==> config.mk <==
export PLATFORM = sky130hd
export DESIGN_NAME = shift_seq8
export DESIGN_NICKNAME = d
export VERILOG_FILES = /design/src/rtl/shift_pkg.sv /design/src/rtl/shifter8_step.sv /design/src/rtl/shift_seq8.sv
export SDC_FILE = /design/constraint.sdc
export NUM_CORES = 1
export LEC_CHECK = 0
export ABC_CLOCK_PERIOD_IN_PS = 2430
export BUFFER_PORTS_ARGS = -buffer_cell sky130_fd_sc_hd__buf_2
export CORE_ASPECT_RATIO = 1.5
export CORE_UTILIZATION = 54
export DETAILED_ROUTE_END_ITERATION = 7
export PLACE_DENSITY_LB_ADDON = 0.2
export SLEW_MARGIN = 0
export SYNTH_ARGS = -nofsm -noshare
export SYNTH_HDL_FRONTEND = slang
export SYNTH_HIERARCHICAL = 1
export SYNTH_SLANG_ARGS = --single-unit
==> constraint.sdc <==
create_clock -name clk -period 2.43 [get_ports clk]
set_input_delay 0.1215 -clock clk [delete_from_list [all_inputs] [get_ports clk]]
set_output_delay 0.1215 -clock clk [all_outputs]
set_load 0.01 [all_outputs]
==> src/rtl/shift_pkg.sv <==
// Shared definitions for the multi-cycle 8-bit shift sequencer and its step shifter.
// Latency: n/a (declarations only). Backpressure: n/a.
package shift_pkg;

    localparam logic [1:0] OP_LSL  = 2'b00;
    localparam logic [1:0] OP_LSR  = 2'b01;
    localparam logic [1:0] OP_ASR  = 2'b10;
    localparam logic [1:0] OP_PASS = 2'b11;

    localparam int STEP_MAX = 3;

    typedef enum logic [1:0] {
        S_IDLE  = 2'd0,
        S_SHIFT = 2'd1,
        S_DONE  = 2'd2
    } state_t;

    // Largest step the 2-bit step shifter can take toward the remaining amount.
    function automatic logic [1:0] clamp_step(input logic [2:0] rem);
        return (rem > 3'(STEP_MAX)) ? 2'(STEP_MAX) : rem[1:0];
    endfunction

endpackage

==> src/rtl/shifter8_step.sv <==
// Single-step 8-bit shifter: LSL/LSR/ASR by 0..3 bits, pass-through for op 11.
// Latency: combinational. Backpressure: none.
// Flow control: none; output follows inputs.
module shifter8_step
    import shift_pkg::*;
(
    input  logic [7:0] d,
    input  logic [1:0] op,
    input  logic [1:0] sh,
    output logic [7:0] q
);

    logic [7:0] lsl_dat;
    logic [7:0] lsr_dat;
    logic [7:0] asr_dat;

    always_comb begin
        lsl_dat = d;
        lsr_dat = d;
        asr_dat = d;
        case (sh)
            2'd1: begin
                lsl_dat = {d[6:0], 1'b0};
                lsr_dat = {1'b0, d[7:1]};
                asr_dat = {d[7], d[7:1]};
            end
            2'd2: begin
                lsl_dat = {d[5:0], 2'b00};
                lsr_dat = {2'b00, d[7:2]};
                asr_dat = {{2{d[7]}}, d[7:2]};
            end
            2'd3: begin
                lsl_dat = {d[4:0], 3'b000};
                lsr_dat = {3'b000, d[7:3]};
                asr_dat = {{3{d[7]}}, d[7:3]};
            end
            default: begin
                lsl_dat = d;
                lsr_dat = d;
                asr_dat = d;
            end
        endcase
    end

    always_comb begin
        q = d;
        case (op)
            OP_LSL:  q = lsl_dat;
            OP_LSR:  q = lsr_dat;
            OP_ASR:  q = asr_dat;
            default: q = d;
        endcase
    end

endmodule

==> src/rtl/shift_seq8.sv <==
// Multi-cycle shift sequencer: applies a 0..7 bit shift as up to three 0..3 bit steps.
// Latency: max(1, ceil(shamt/3)) edges from start to done (1 for pass-through).
// Backpressure: start is ignored while busy; no queueing.
module shift_seq8
    import shift_pkg::*;
#(
    parameter int DATA_W  = 8,
    parameter int SHAMT_W = 3
) (
    input  logic               clk,
    input  logic               reset_n,
    input  logic               start,
    input  logic [1:0]         op,
    input  logic [DATA_W-1:0]  d_in,
    input  logic [SHAMT_W-1:0] shamt,
    output logic [DATA_W-1:0]  d_out,
    output logic               busy,
    output logic               done
);

    state_t             state, state_nxt;
    logic [SHAMT_W-1:0] rem, rem_nxt;
    logic [1:0]         op_q, op_nxt;
    logic [DATA_W-1:0]  d_nxt;
    logic [DATA_W-1:0]  step_dat;
    logic [1:0]         step;
    logic [SHAMT_W-1:0] rem_after;

    assign step      = clamp_step(rem);
    assign rem_after = rem - SHAMT_W'(step);

    shifter8_step u_step (
        .d  (d_out),
        .op (op_q),
        .sh (step),
        .q  (step_dat)
    );

    always_ff @(posedge clk or negedge reset_n) begin
        if (!reset_n) begin
            state <= S_IDLE;
            rem   <= '0;
            op_q  <= '0;
            d_out <= '0;
        end else begin
            state <= state_nxt;
            rem   <= rem_nxt;
            op_q  <= op_nxt;
            d_out <= d_nxt;
        end
    end

    always_comb begin
        state_nxt = state;
        rem_nxt   = rem;
        op_nxt    = op_q;
        d_nxt     = d_out;
        case (state)
            S_IDLE: begin
                if (start) begin
                    d_nxt     = d_in;
                    op_nxt    = op;
                    // Pass-through needs no steps; a zero count sends it straight to DONE.
                    rem_nxt   = (op == OP_PASS) ? '0 : shamt;
                    state_nxt = S_SHIFT;
                end
            end
            S_SHIFT: begin
                d_nxt   = step_dat;
                rem_nxt = rem_after;
                if (rem_after == '0) begin
                    state_nxt = S_DONE;
                end
            end
            S_DONE: begin
                state_nxt = S_IDLE;
            end
            default: begin
                state_nxt = S_IDLE;
            end
        endcase
    end

    assign busy = (state != S_IDLE);
    assign done = (state == S_DONE);

endmodule

==> summary.txt <==
worst path cell trace - or2_1 -> buf_4 -> mux2_2 -> a22oi_1 -> a211oi_1 -> a21o_1 -> a22oi_1 -> o21ai_1
commonest cells in the netlist - dfrtp_1, nand2_1, a21oi_1
Avg WL per Cell - 16.5 µm
max-cap violations - 0
final hold slack - 0.0749 ns
synthesis-to-finish area growth - 13.1%
min Tclk post-route - 2.27 ns
CTS clk-pin slew, worst paths - 0.09 ns
fin nets - 187
register bit count reported by yosys - 15
Cell Area, Synth - 1260 µm²
Final TNS setup - 0 ns
dpl cell area - 1390 µm²
register area share after synthesis - 29.9%
metal2 WL - 1710 µm
die width - 41.4 µm
Worst VDD drop - 0.829 mV
CP delay by family, top - compound AO/OA/AOI/OAI gates
Max-Slew Margin vs Limit - 62.1%
Hold Crit Class - in -> reg
largest net degree at the start of global routing - 17
vias in the first global route - 1025
Clock Skews - 0.000633 ns
drt first pass iters - 4
clk sinks - 15
final slew viol count - 0
DR vias/cell - 6.41
unrepaired setup endpoints after global routing - no
grt ovf - 0
Pwr per Cell Area - 1580 nW/µm²
CTS Hold Bufs - 1
ys async rst share - 100%
crit path DAT - 2.42 ns
Design Area, Final - 1420 µm²
GP Congestion - 0.797
drt total wl - 3170 µm
# port buffers - 25
post-synthesis area per instance - 8.66 µm²
Synth warnings - 6
CTS buffer count - 3
n_diodes - 0
CP Class - reg -> reg
CORE AREA - 2210 µm²
CP Buf/Inv Count - 1
Post-synth top flop - dfrtp_1
first-pass GRT wire length - 4660 µm
Max clock buf depth - 2
Worst setup SP type - register
post-DP HPWL - 2360 µm
CTS tree - done
CP dominant cell by count - a22oi_1
Worst-Skew Late Latency - 0.28 ns
slowest CP cell - dfrtp_1
Max Fanout on Critical Path - 15
maximum clock rate - 441 MHz
postcts setup bufs - 0
Synth area leaders - dfrtp_1, a22oi_1, mux2_4
Routed Antenna Nets - 0
metal3 WL - 74 µm
number of synthesized flops with an enable pin - 0
cells after synthesis - 145
top layer in use - met4
CP required - 2.59 ns
Lkg Pwr - 0.659 nW
WL met1 - 1340 µm
Synth top area share - 29.9%
layout cells sized above 1 - 28.4%
Residual DRC - 0
I/O pin count - 26
number of fill cells - 212
initial antenna violation count - 0
Die Y - 61.1 µm
post-CTS sizing - 0
Final Cycle Share - 93.4%
vias - 1231
critical path capture point type - register
Setup Viol. Count Final - 0
run status - finished clean
All-Layer GR Usage - 27.3%
Final Hold Viols - 0
Layout Utilization - 64.4%
Total Power - 2.24 mW
Synthesized Nets - 162
initial core utilization - 56.9%
row cnt - 21
Worst path max stage delay - 0.47 ns
synth unique cells - 45
Yosys top cell by area - dfrtp_1
Worst-Margin Slew - 0.569 ns
DR iter-0 viols - 54
root buf cell - clkbuf_4
Die ar. - 2530 µm²
htree depth - 1
-- area by class of cell --
type,instances,area [µm²],area share [%]
multi-input cells,113,796,56.0
well taps,23,28.8,2.02
flip-flops and latches,15,375,26.4
inverters,6,22.5,1.58
repair buffers,31,173,12.1
clock buffers,4,26.3,1.85
-- placed cells by master (no fill, tap or decap), drive strengths merged, types with 2 or more instances in the layout --
| master | count |
|---|---|
| a211oi | 2 |
| a21oi | 12 |
| a221o | 3 |
| a221oi | 3 |
| a22oi | 9 |
| a311oi | 2 |
| a31oi | 3 |
| and3b | 5 |
| buf | 30 |
| clkbuf | 4 |
| dfrtp | 15 |
| inv | 6 |
| mux2 | 7 |
| nand2 | 15 |
| nand2b | 6 |
| nor2 | 5 |
| nor2b | 4 |
| nor3b | 2 |
| o21ai | 14 |
| o22ai | 3 |
| or2 | 4 |
-- worst register-to-register path, cell delays in order, from the launching register on --
cell and delay (ns):
dfrtp_1 0.47, or2_1 0.46, buf_4 0.23, mux2_2 0.33
a22oi_1 0.14, a211oi_1 0.10, a21o_1 0.17, a22oi_1 0.17
o21ai_1 0.07
-- metal layers --
layer  global-route usage [%]  vias to the layer above
met5                        0                        -
met4                     9.68                        0
met3                     1.08                        6
met2                     48.2                       38
met1                     34.0                      597
li1                         -                      590
-- logic make-up after synthesis --
logic type / share of synthesized area [%]
mux: 7.47
buf+inv: 6.77
flops: 29.9
fa+ha+maj: 0.996
compound gates: 33.9
simple gates: 21.0
-- per-stage QoR --
step	setup WS, ns	std cells
6_report	0.161	192
5_1_grt	0.0515	192
4_1_cts	0.185	192
3_5_place_dp	0.202	187
3_3_place_gp	0.276	187
2_1_floorplan	0.486	145
-- power breakdown --
group | total [mW] | internal, mW | switching (mW)
Sequential | 0.619 | 0.367 | 0.252
Combinational | 1.48 | 0.720 | 0.764
Clock | 0.141 | 0.0637 | 0.0772
Total | 2.24 | 1.15 | 1.09
-- flip-flops by register name, summed over array words and instances, names as in the netlist --
register  flops
state         2
rem           3
op_q          2
d_out         8
-- worst paths after layout --
path	from	end	slack, ns	cells after the start
worst max-delay path	rem[2]	d_out[4]	0.16	8
worst min-delay path	shamt[0]	rem[0]	0.07	2
worst max register to register	rem[2]	d_out[4]	0.16	8
worst min register to register	rem[1]	rem[1]	0.54	1
max in group asynchronous	reset_n	d_out[3]	1.90	2
min in group asynchronous	reset_n	op_q[0]	0.28	2
No activity file was read; power rests on OpenSTA's default activity.
